`src/rtl/hoeraa_err_eval_ctrl.sv`:
```
// HOERAA error-characterisation sequencer.
// Two Galois LFSRs feed operand pairs to an external combinational HOERAA
// adder. Each approximate result is compared with the exact sum, and the run
// accumulates the error count, the maximum error distance and a saturating
// sum of error distances. A busy/done handshake reports the end of a run.
module hoeraa_err_eval_ctrl #(
  parameter int         N     = 16,
  parameter int         CNT_W = 16,
  parameter int         ACC_W = 32,
  parameter logic [N-1:0] TAPS  = 16'hB400,
  parameter logic [N-1:0] YMASK = 16'h5A5A
) (
  input  logic             clk,
  input  logic             rst,
  input  logic             start,
  input  logic [CNT_W-1:0] num_samples,
  input  logic [N-1:0]     seed,
  output logic [N-1:0]     adder_x,
  output logic [N-1:0]     adder_y,
  input  logic [N-1:0]     adder_s,
  input  logic             adder_co,
  output logic             busy,
  output logic             done,
  output logic [CNT_W-1:0] err_count,
  output logic [N:0]       max_ed,
  output logic [ACC_W-1:0] sum_ed,
  output logic             sat
);

  localparam logic [1:0] ST_IDLE = 2'd0;
  localparam logic [1:0] ST_RUN  = 2'd1;
  localparam logic [1:0] ST_DONE = 2'd2;

  // Wide enough to hold the accumulator plus one error distance without wrap,
  // even when ACC_W is narrower than an error distance.
  localparam int SUM_W = ((ACC_W > N + 1) ? ACC_W : N + 1) + 1;
  localparam logic [SUM_W-1:0] ACC_MAX = {{(SUM_W - ACC_W){1'b0}}, {ACC_W{1'b1}}};
  localparam logic [N-1:0]     LFSR_ONE = {{(N - 1){1'b0}}, 1'b1};

  // One Galois step: shift right, fold the taps in when a 1 falls out.
  function automatic logic [N-1:0] lfsr_step(input logic [N-1:0] v);
    logic [N-1:0] sh;
    sh = v >> 1;
    if (v[0]) begin
      lfsr_step = sh ^ TAPS;
    end else begin
      lfsr_step = sh;
    end
  endfunction

  // Absolute difference of two (N+1)-bit values.
  function automatic logic [N:0] abs_diff(input logic [N:0] a, input logic [N:0] b);
    if (a >= b) begin
      abs_diff = a - b;
    end else begin
      abs_diff = b - a;
    end
  endfunction

  logic [1:0]       state_r;
  logic [CNT_W-1:0] counter_r;
  logic [CNT_W-1:0] n_r;
  logic [N-1:0]     x_r;
  logic [N-1:0]     y_r;
  logic [CNT_W-1:0] err_r;
  logic [N:0]       max_r;
  logic [ACC_W-1:0] sum_r;
  logic             sat_r;
  logic             busy_r;
  logic             done_r;

  logic [N:0]       exact_s;
  logic [N:0]       approx_s;
  logic [N:0]       ed_s;
  logic [SUM_W-1:0] sum_wide_s;
  logic             sum_ovf_s;
  logic [ACC_W-1:0] sum_next_s;
  logic [N-1:0]     seed_x_s;
  logic [N-1:0]     seed_y_s;
  logic             last_s;

  // Per-sample error distance and saturating accumulation.
  always_comb begin
    exact_s    = {1'b0, x_r} + {1'b0, y_r};
    approx_s   = {adder_co, adder_s};
    ed_s       = abs_diff(exact_s, approx_s);
    sum_wide_s = SUM_W'(sum_r) + SUM_W'(ed_s);
    sum_ovf_s  = (sum_wide_s > ACC_MAX);
    if (sum_ovf_s) begin
      sum_next_s = {ACC_W{1'b1}};
    end else begin
      sum_next_s = sum_wide_s[ACC_W-1:0];
    end
    last_s = (counter_r == (n_r - {{(CNT_W - 1){1'b0}}, 1'b1}));
  end

  // LFSR seeds; an all-zero state would lock the LFSR, so it becomes 1.
  always_comb begin
    if (seed == {N{1'b0}}) begin
      seed_x_s = LFSR_ONE;
    end else begin
      seed_x_s = seed;
    end
    if ((seed ^ YMASK) == {N{1'b0}}) begin
      seed_y_s = LFSR_ONE;
    end else begin
      seed_y_s = seed ^ YMASK;
    end
  end

  // Sequencer FSM, operand LFSRs and statistics registers.
  always_ff @(posedge clk) begin
    if (rst) begin
      state_r   <= ST_IDLE;
      counter_r <= {CNT_W{1'b0}};
      n_r       <= {CNT_W{1'b0}};
      x_r       <= {N{1'b0}};
      y_r       <= {N{1'b0}};
      err_r     <= {CNT_W{1'b0}};
      max_r     <= {(N + 1){1'b0}};
      sum_r     <= {ACC_W{1'b0}};
      sat_r     <= 1'b0;
      busy_r    <= 1'b0;
      done_r    <= 1'b0;
    end else begin
      case (state_r)
        ST_IDLE: begin
          done_r <= 1'b0;
          if (start) begin
            n_r       <= num_samples;
            counter_r <= {CNT_W{1'b0}};
            err_r     <= {CNT_W{1'b0}};
            max_r     <= {(N + 1){1'b0}};
            sum_r     <= {ACC_W{1'b0}};
            sat_r     <= 1'b0;
            if (num_samples != {CNT_W{1'b0}}) begin
              x_r     <= seed_x_s;
              y_r     <= seed_y_s;
              state_r <= ST_RUN;
              busy_r  <= 1'b1;
            end else begin
              state_r <= ST_DONE;
              busy_r  <= 1'b0;
              done_r  <= 1'b1;
            end
          end else begin
            busy_r <= 1'b0;
          end
        end
        ST_RUN: begin
          if (ed_s != {(N + 1){1'b0}}) begin
            err_r <= err_r + {{(CNT_W - 1){1'b0}}, 1'b1};
          end
          if (ed_s > max_r) begin
            max_r <= ed_s;
          end
          sum_r     <= sum_next_s;
          sat_r     <= sat_r | sum_ovf_s;
          x_r       <= lfsr_step(x_r);
          y_r       <= lfsr_step(y_r);
          counter_r <= counter_r + {{(CNT_W - 1){1'b0}}, 1'b1};
          if (last_s) begin
            state_r <= ST_DONE;
            busy_r  <= 1'b0;
            done_r  <= 1'b1;
          end else begin
            busy_r  <= 1'b1;
          end
        end
        ST_DONE: begin
          state_r <= ST_IDLE;
          busy_r  <= 1'b0;
          done_r  <= 1'b0;
        end
        default: begin
          state_r <= ST_IDLE;
          busy_r  <= 1'b0;
          done_r  <= 1'b0;
        end
      endcase
    end
  end

  assign adder_x   = x_r;
  assign adder_y   = y_r;
  assign busy      = busy_r;
  assign done      = done_r;
  assign err_count = err_r;
  assign max_ed    = max_r;
  assign sum_ed    = sum_r;
  assign sat       = sat_r;

endmodule

```
`config.mk`:
```
export PLATFORM = sky130hd
export DESIGN_NAME = hoeraa_err_eval_ctrl
export DESIGN_NICKNAME = d
export VERILOG_FILES = /design/src/rtl/hoeraa_err_eval_ctrl.sv
export SDC_FILE = /design/constraint.sdc
export NUM_CORES = 1
export LEC_CHECK = 0
export CAP_MARGIN = 20
export CORE_UTILIZATION = 55
export CTS_BUF_LIST = sky130_fd_sc_hd__clkbuf_8
export CTS_CLUSTER_SIZE = 20
export DETAILED_ROUTE_END_ITERATION = 7
export DONT_BUFFER_PORTS = 1
export MAX_ROUTING_LAYER = met4
export PLACE_DENSITY_LB_ADDON = 0.05
export SLEW_MARGIN = 40
export SYNTH_ARGS = -nofsm -noshare
export SYNTH_HDL_FRONTEND = slang
export SYNTH_SLANG_ARGS = --single-unit
export TNS_END_PERCENT = 30
```
`constraint.sdc`:
```
create_clock -name clk -period 11.4 [get_ports clk]
set_input_delay 1.71 -clock clk [delete_from_list [all_inputs] [get_ports clk]]
set_output_delay 1.71 -clock clk [all_outputs]
set_load 0.02 [all_outputs]
```
==> results of run 1 <==
-- report_power, final --
| group | internal, uW | switching, uW |
|---|---|---|
| Clock | 222 | 219 |
| Combinational | 409 | 607 |
| Sequential | 518 | 118 |
| Total | 1150 | 944 |
-- area by class of cell --
class | instances | area (sq um) | share of cell area
Clock buffer | 17 | 234 | 0.0224
Clock inverter | 14 | 193 | 0.0184
Timing Repair Buffer | 6 | 45.0 | 0.00431
Multi-Input combinational cell | 1011 | 6740 | 0.645
Inverter | 75 | 282 | 0.0269
Sequential cell | 134 | 2680 | 0.257
Tap cell | 225 | 282 | 0.0269
-- through the flow --
stage / cells / power, uW / area, sq um
floorplan: 1290 / 1420 / 9980
global placement: 1451 / 1640 / 10000
detailed placement: 1451 / 1650 / 10000
CTS: 1482 / 2090 / 10500
global route: 1482 / 2250 / 10500
finish: 1482 / 2090 / 10500
-- worst reg2reg max path: cells and delay by family (launching register included) --
family / cells / cell delay (ns)
XOR/XNOR: 2 / 0.51
buffers and inverters: 1 / 0.11
flip-flops: 1 / 0.50
AO/OA/AOI/OAI: 19 / 4.20
multiplexers: 1 / 0.18
adder cells (fa/ha/maj): 4 / 1.50
AND/OR/NAND/NOR: 5 / 1.74
-- registers in the layout, indices dropped and copies added (netlist names) --
register,flops
sum_ed,32
max_ed,17
adder_x,16
adder_y,16
counter_r,16
err_count,16
n_r,16
state_r,2
busy,1
done,1
sat,1
-- routing by layer --
layer | track usage | share of wire
met1 | 0.379 | 0.44
met2 | 0.492 | 0.46
met3 | 0.0878 | 0.084
met4 | 0.0877 | 0.015
met5 | - | 0
-- Yosys cell counts, types with 14 or more instances --
master / n / area, sq um
nand2_1: 136 / 510
dfxtp_1: 134 / 2680
a21oi_1: 130 / 651
ha_1: 91 / 1140
nor2_1: 81 / 304
inv_1: 75 / 282
clkbuf_1: 53 / 199
nand3_1: 48 / 240
o21ai_0: 48 / 240
xnor2_1: 40 / 350
nor3_1: 34 / 170
a21o_1: 25 / 188
a31oi_1: 25 / 156
nor4_1: 25 / 156
or3_1: 23 / 144
xor2_1: 23 / 201
nand4_1: 22 / 138
a22oi_1: 20 / 150
and3_1: 19 / 119
o211ai_1: 18 / 135
o21a_1: 16 / 120
a211oi_1: 14 / 105
-- kinds of logic (layout without fill, tap and decap cells) --
group	after synthesis	after routing	synth area share
compound gates	377	377	0.250
xor+xnor	63	63	0.0553
fa+ha+maj	95	95	0.122
buf+inv	145	112	0.0590
flops	134	134	0.269
mux	12	12	0.0122
simple gates	464	464	0.233
-- path summary, 6_finish.rpt --
path	endpoint	slack, ns	cells past startpoint
max reg2reg	sum_ed[29]$_SDFFE_PP0P_	2.57	32
min	n_r[15]$_SDFFE_PP0P_	0.47	2
max	sum_ed[29]$_SDFFE_PP0P_	2.57	32
min reg2reg	n_r[15]$_SDFFE_PP0P_	0.47	2
==> results.sh, run 1 <==
export IMPL_slew_violations=0
export IMPL_num_vias=9438
export IMPL_drt_vias_per_instance=6.37
export IMPL_drc=0
export IMPL_r2r_start="adder_x[0]$_SDFFE_PP0P_"
export IMPL_mostFrequentLayoutCells="nand2_1 (136), dfxtp_1 (134), a21oi_1 (130)"
export IMPL_grt_max_degree=128
export IMPL_ys_flop_type="dfxtp_1"
export IMPL_cap_violations=0
export IMPL_wl_per_cell_microns=18.8
export IMPL_floorplan_initialDensity=0.569
export IMPL_tightest_slew_ns=0.835
export IMPL_power_leakage_uw=0.00419
export IMPL_ios=152
export IMPL_ys_seq_area_frac=0.269
export IMPL_clk_pin_slew_ns=0.09
export IMPL_dp_slack_ns=2.66
export IMPL_antennaDiodeCount=0
export IMPL_power_density_mw_per_mm2=200
export IMPL_routed_wirelength_microns=27800
export IMPL_cp_required_ns=11.79
export IMPL_hp_class="reg2reg"
export IMPL_drt_initial_drc_count=742
export IMPL_finalCritPeriodShare=0.774
export IMPL_peakVddDrop_v=0.000139
export IMPL_setup_worst_path_class="reg2reg"
export IMPL_clock_skew_ns=0.0183
export IMPL_die_y_microns=137
export IMPL_cts_tree="yes"
export IMPL_grt_overflow_total=0
export IMPL_finalWorstSetupSlack_ns=2.57
export IMPL_min_from="n_r[15]$_SDFFE_PP0P_"
export IMPL_ys_seq_elements=134
export IMPL_grt_pass1_wl_microns=44000
export IMPL_io_buffers=0
export IMPL_die_w_microns=137
export IMPL_cts_hold_buf=0
export IMPL_h_tree_depth=4
export IMPL_grt_antenna_before_repair=0
export IMPL_whs_ns=0.473
export IMPL_yosysWarnings=0
export IMPL_end_kind="flop"
export IMPL_ctsResizeCount=0
export IMPL_placement_rows=48
export IMPL_dieArea_sq_mm=0.0187
export IMPL_cp_top_family="compound AO/OA/AOI/OAI gates"
export IMPL_synth_edf_count=0
export IMPL_synthDistinctLibCells=76
export IMPL_syn_cell_area_sq_mm=0.00998
export IMPL_clk_latency_ns=0.46
export IMPL_cp_startpoint="adder_x[0]$_SDFFE_PP0P_"
export IMPL_final_common_cell="nand2_1"
export IMPL_worstSetupStartpointType="flop"
export IMPL_path_buf_inv=1
export IMPL_max_freq_ghz=0.113
export IMPL_cp_arrival_ns=9.22
export IMPL_path_common_cell="a21oi_1"
export IMPL_synth_net_count=1437
export IMPL_final_util=0.596
export IMPL_cp_max_fo=29
export IMPL_n_fill_cell=1664
export IMPL_grt_setup_unrepaired="false"
export IMPL_drive_gt1_frac=0.0565
export IMPL_drtPass1Iterations=6
export IMPL_layout_nets=1392
export IMPL_cts_setup_buffers=0
export IMPL_status="completed"
export IMPL_grt_pass1_vias=8483
export IMPL_slowest_delay_ns=1.04
export IMPL_areaGrowthSynthToFinish_pct=4.78
export IMPL_fin_crit_ns=8.83
export IMPL_max_slew_margin=0.444
export IMPL_drtAntennaViolNets=0
export IMPL_setup_violations=0
export IMPL_tns_ns=0
export IMPL_syn_inst=1290
export IMPL_cts_buffer_depth=2
export IMPL_crit_slowest_cell="or4_2"
export IMPL_place_detailed_hpwl_microns=20700
export IMPL_cts_num_sinks=134
export IMPL_synth_area_per_cell_sq_um=7.74
export IMPL_grt_usage=0.309
export IMPL_cts_inserted_buffers=17
export IMPL_core_sq_mm=0.0175
export IMPL_place_congestion=0.920
export IMPL_clk_root_buffer_cell="clkbuf_8"
export IMPL_finalHoldViolations=0
export IMPL_synth_async_reset_ratio=0
Power figures use the tool's default switching activity.
==> run 2, diff against run 1 <==
==> constraint.sdc (replaced) <==
create_clock -name clk -period 8.3 [get_ports clk]
set_input_delay 1.245 -clock clk [delete_from_list [all_inputs] [get_ports clk]]
set_output_delay 1.245 -clock clk [all_outputs]
set_load 0.02 [all_outputs]
==> run 2 against run 1 <==
- sequential power grew 36%
- cell area rose by 0.90%
- count of clock-buffer cells in the layout up 1
- non-clock buffer count is 13 higher
- worst hold slack lost 0.0067 ns
- power grew 38%
- critical path type unchanged
- largest power group unchanged
==> results.sh, run 2 (synthesis results as in run 1) <==
export IMPL_clock_skew_ns=0.0130
export IMPL_holdPathEnd="n_r[15]$_SDFFE_PP0P_"
export IMPL_peakVddDrop_v=0.000207
export IMPL_antennaDiodeCount=0
export IMPL_placement_rows=48
export IMPL_grt_usage=0.311
export IMPL_drive_gt1_frac=0.0701
export IMPL_drc=0
export IMPL_core_sq_mm=0.0175
export IMPL_end_kind="flop"
export IMPL_drt_vias_per_instance=6.35
export IMPL_grt_pass1_wl_microns=44200
export IMPL_clkPwrFrac=0.197
export IMPL_routed_wirelength_microns=28200
export IMPL_worstSetupStartpointType="flop"
export IMPL_r2r_start="adder_x[0]$_SDFFE_PP0P_"
export IMPL_die_y_microns=137
export IMPL_ios=152
export IMPL_status="completed"
export IMPL_tightest_slew_ns=0.845
export IMPL_drt_initial_drc_count=616
export IMPL_reg2reg_depth=33
export IMPL_power_leakage_uw=0.00424
export IMPL_die_w_microns=137
export IMPL_mostFrequentLayoutCells="nand2_1 (136), dfxtp_1 (134), a21oi_1 (129)"
export IMPL_slew_violations=0
export IMPL_clk_root_buffer_cell="clkbuf_8"
export IMPL_setup_violations=0
export IMPL_drtPass1Iterations=7
export IMPL_cp_required_ns=8.69
export IMPL_path_common_cell="a21oi_1"
export IMPL_h_tree_depth=4
export IMPL_max_slew_margin=0.437
export IMPL_grt_pass1_vias=8380
export IMPL_areaGrowthSynthToFinish_pct=5.72
export IMPL_cp_arrival_ns=8.03
export IMPL_grt_max_degree=128
export IMPL_setup_worst_path_class="reg2reg"
export IMPL_place_congestion=0.889
export IMPL_dp_slack_ns=0.351
export IMPL_finalCritPeriodShare=0.920
export IMPL_floorplan_initialDensity=0.569
export IMPL_largest_reg_flops=32
export IMPL_finalWorstSetupSlack_ns=0.664
export IMPL_fin_crit_ns=7.64
export IMPL_dieArea_sq_mm=0.0187
export IMPL_layout_nets=1405
export IMPL_cts_buffer_depth=2
export IMPL_num_vias=9488
export IMPL_slowest_delay_ns=0.63
export IMPL_r2r_slack_ns=0.66
export IMPL_grt_setup_unrepaired="false"
export IMPL_combPwrFrac=0.503
export IMPL_max_freq_ghz=0.131
export IMPL_clk_latency_ns=0.47
export IMPL_worstHoldPathCells=2
export IMPL_power_switching_uw=1310
export IMPL_internal_power_uw=1580
export IMPL_regToRegEndpoint="sum_ed[7]$_SDFFE_PP0P_"
export IMPL_finalHoldViolations=0
export IMPL_place_detailed_hpwl_microns=20800
export IMPL_io_buffers=0
export IMPL_cts_tree="yes"
export IMPL_power_density_mw_per_mm2=273
export IMPL_cap_violations=0
export IMPL_drtAntennaViolNets=0
export IMPL_cts_hold_buf=0
export IMPL_cp_top_family="compound AO/OA/AOI/OAI gates"
export IMPL_cp_max_fo=24
export IMPL_wl_per_cell_microns=18.9
export IMPL_cts_num_sinks=134
export IMPL_crit_slowest_cell="or4_1"
export IMPL_min_from="n_r[15]$_SDFFE_PP0P_"
export IMPL_path_buf_inv=4
export IMPL_grt_antenna_before_repair=0
export IMPL_final_common_cell="nand2_1"
export IMPL_p_seq_frac=0.301
export IMPL_grt_overflow_total=0
export IMPL_cts_inserted_buffers=17
export IMPL_tns_ns=0
export IMPL_hp_class="reg2reg"
export IMPL_switching_share=0.453
export IMPL_clk_pin_slew_ns=0.08
[run 2: through the flow]
stage	cells	hold WS (ns)	util	total power, uW	area, sq um
CTS	1495	0.467	0.600	2850	10500
detailed placement	1464	0.456	0.577	2290	10100
finish	1495	0.467	0.602	2880	10600
global route	1495	0.495	0.602	3080	10600
floorplan	1290	0.448	-	1960	9980
global placement	1464	0.454	0.576	2280	10100
[run 2: worst max-delay path by stage]
stage / startpoint / endpoint / slack, ns / cells past startpoint
global route: adder_x[0]$_SDFFE_PP0P_ / sum_ed[18]$_SDFFE_PP0P_ / 0.04 / 33
global placement: adder_x[0]$_SDFFE_PP0P_ / sum_ed[25]$_SDFFE_PP0P_ / 0.49 / 31
detailed placement: adder_x[0]$_SDFFE_PP0P_ / sum_ed[25]$_SDFFE_PP0P_ / 0.35 / 31
finish: adder_x[0]$_SDFFE_PP0P_ / sum_ed[7]$_SDFFE_PP0P_ / 0.66 / 33
CTS: adder_x[0]$_SDFFE_PP0P_ / sum_ed[25]$_SDFFE_PP0P_ / 0.29 / 31
floorplan: adder_x[0]$_SDFFE_PP0P_ / sum_ed[10]$_SDFFE_PP0P_ / 0.99 / 31
[run 2: worst reg2reg max path: cells and delay by family (launching register included)]
kind,cells,cell delay [ns]
buf+inv,4,0.79
fa+ha+maj,4,1.37
flops,1,0.32
compound gates,17,3.23
simple gates,6,1.45
xor+xnor,2,0.40
[run 2: per-layer routing]
metal,up-vias,share of wire,track usage
met3,39,0.071,0.0711
met2,314,0.46,0.485
met5,-,0,-
met4,0,0.020,0.0951
li1,4646,-,-
met1,4489,0.45,0.397
[run 2: area by class of cell]
type	count	area, sq um
Fill cell	1683	6990
Clock buffer	18	248
Tap cell	225	282
Clock inverter	13	146
Timing Repair Buffer	19	143
Inverter	75	282
Sequential cell	134	2680
Multi-Input combinational cell	1011	6770
[run 2: timing repair]
| item | CTS | global route |
|---|---|---|
| resized for setup | 0 | 9 |
| setup buffers | 0 | 0 |
| setup endpoints to repair | 0 | 33 |
[run 2: power groups by stage]
stage               Sequential [uW]  Clock (uW)  Combinational [uW]
global route                    879         599                1610
floorplan                       850           0                1110
global placement                882           0                1400
CTS                             867         570                1420
finish                          867         567                1450
detailed placement              882           0                1400
==> run 3, diff against run 2 <==
--- a/config.mk
+++ b/config.mk
@@ -11,7 +11,6 @@
 export CTS_CLUSTER_SIZE = 20
 export DETAILED_ROUTE_END_ITERATION = 7
 export DONT_BUFFER_PORTS = 1
-export MAX_ROUTING_LAYER = met4
 export PLACE_DENSITY_LB_ADDON = 0.05
 export SLEW_MARGIN = 40
 export SYNTH_ARGS = -nofsm -noshare
==> run 3 against run 2 <==
- combinational power about the same
- largest power group unchanged
- cell count about the same
- global-route usage down 0.43 points
==> results.sh, run 3 (synthesis results as in run 1) <==
export IMPL_status="completed"
export IMPL_final_common_cell="nand2_1"
export IMPL_placed_cell_area_sq_mm=0.0101
export IMPL_max_freq_ghz=0.129
export IMPL_dieArea_sq_mm=0.0187
export IMPL_cp_arrival_ns=8.13
export IMPL_io_buffers=0
export IMPL_grt_setup_unrepaired="false"
export IMPL_power_density_mw_per_mm2=273
export IMPL_cts_inserted_buffers=17
export IMPL_grt_overflow_total=0
export IMPL_grt_usage=0.306
export IMPL_clk_latency_ns=0.46
export IMPL_clk_root_buffer_cell="clkbuf_8"
export IMPL_placement_rows=48
export IMPL_grt_pass1_vias=8640
export IMPL_clk_pin_slew_ns=0.09
export IMPL_cts_num_sinks=134
export IMPL_mostFrequentLayoutCells="nand2_1 (136), dfxtp_1 (134), a21oi_1 (129)"
export IMPL_hp_class="reg2reg"
export IMPL_cp_required_ns=8.69
export IMPL_cp_top_family="compound AO/OA/AOI/OAI gates"
export IMPL_grt_max_degree=128
export IMPL_place_congestion=0.880
export IMPL_cts_hold_buf=0
export IMPL_path_common_cell="a21oi_1"
export IMPL_cap_violations=0
export IMPL_tightest_slew_ns=0.852
export IMPL_num_vias=9407
export IMPL_design_area_sq_mm=0.0105
export IMPL_finalHoldViolations=0
export IMPL_power_leakage_uw=0.00424
export IMPL_tns_ns=0
export IMPL_wl_per_cell_microns=19.0
export IMPL_peakVddDrop_v=0.000178
export IMPL_drtPass1Iterations=6
export IMPL_worstSetupStartpointType="flop"
export IMPL_end_kind="flop"
export IMPL_setup_worst_path_class="reg2reg"
export IMPL_areaGrowthSynthToFinish_pct=5.62
export IMPL_place_detailed_hpwl_microns=20900
export IMPL_drtAntennaViolNets=0
export IMPL_grt_pass1_wl_microns=44800
export IMPL_max_slew_margin=0.432
export IMPL_clock_skew_ns=0.0161
export IMPL_finalCritPeriodShare=0.933
export IMPL_die_w_microns=137
export IMPL_die_y_microns=137
export IMPL_crit_slowest_cell="or4_1"
export IMPL_cts_tree="yes"
export IMPL_fin_crit_ns=7.74
export IMPL_drt_vias_per_instance=6.29
export IMPL_drive_gt1_frac=0.0669
export IMPL_path_buf_inv=4
export IMPL_cts_setup_buffers=0
export IMPL_floorplan_initialDensity=0.569
export IMPL_h_tree_depth=4
export IMPL_core_sq_mm=0.0175
export IMPL_layout_nets=1405
export IMPL_cts_buffer_depth=2
export IMPL_cp_max_fo=24
export IMPL_routed_wirelength_microns=28500
export IMPL_setup_violations=0
export IMPL_antennaDiodeCount=0
export IMPL_whs_ns=0.471
export IMPL_slowest_delay_ns=0.63
export IMPL_drc=0
export IMPL_ios=152
export IMPL_largest_reg_flops=32
export IMPL_grt_antenna_before_repair=0
export IMPL_slew_violations=0
export IMPL_drt_initial_drc_count=646
-- run 3: cell types whose count changed in the layout (fill, tap and decap cells not counted), sizes merged --
cell      change
clkbuf        -1
clkinv        +1
clkinvlp      -1
inv           +2
-- run 3: per-stage QoR --
stage	cells	worst slack, ns	total power (uW)	util
after floorplan	1290	0.988	1960	-
after global placement	1464	0.504	2280	0.576
after detailed placement	1464	0.299	2290	0.577
after global routing	1496	0.0639	3080	0.601
after CTS	1496	0.235	2850	0.599
final	1496	0.559	2880	0.601
-- run 3: layer usage --
metal / vias up / routed length, microns / track usage / part of all wire
li1: 4641 / - / - / -
met1: 4401 / 12700 / 0.392 / 0.45
met2: 311 / 12800 / 0.488 / 0.45
met3: 54 / 2180 / 0.0844 / 0.077
met4: 0 / 699 / 0.115 / 0.025
met5: - / 0 / 0 / 0
-- run 3: path summary, 6_finish.rpt --
path                      startpoint                 endpoint  slack (ns)  depth (start not counted)
max          adder_x[0]$_SDFFE_PP0P_  sum_ed[20]$_SDFFE_PP0P_        0.56                         32
min             n_r[15]$_SDFFE_PP0P_     n_r[15]$_SDFFE_PP0P_        0.47                          2
max reg2reg  adder_x[0]$_SDFFE_PP0P_  sum_ed[20]$_SDFFE_PP0P_        0.56                         32
min reg2reg     n_r[15]$_SDFFE_PP0P_     n_r[15]$_SDFFE_PP0P_        0.47                          2
-- run 3: tightest hold or removal path, delay by kind of cell, from the launching register on --
kind | cells | cell delay [ns]
flip-flops | 1 | 0.33
AO/OA/AOI/OAI | 1 | 0.05
AND/OR/NAND/NOR | 1 | 0.06
-- run 3: where the power goes --
part | leakage [uW] | internal, uW | switching (uW) | total, uW
clock | 0.000196 | 268 | 292 | 560
sequential | 0.00109 | 711 | 157 | 868
combinational | 0.00296 | 589 | 860 | 1450
total | 0.00424 | 1570 | 1310 | 2880
-- run 3: timing repair --
item,CTS,global route
gates resized for setup,0,7
endpoints found under the setup margin,0,32
hold endpoints to repair,0,0
-- run 3: final cells by class --
class | count | area (sq um)
Tap cell | 225 | 282
Inverter | 75 | 282
Timing Repair Buffer | 19 | 143
Clock buffer | 17 | 234
Clock inverter | 15 | 153
Fill cell | 1675 | 7000
Multi-Input combinational cell | 1011 | 6770
Sequential cell | 134 | 2680
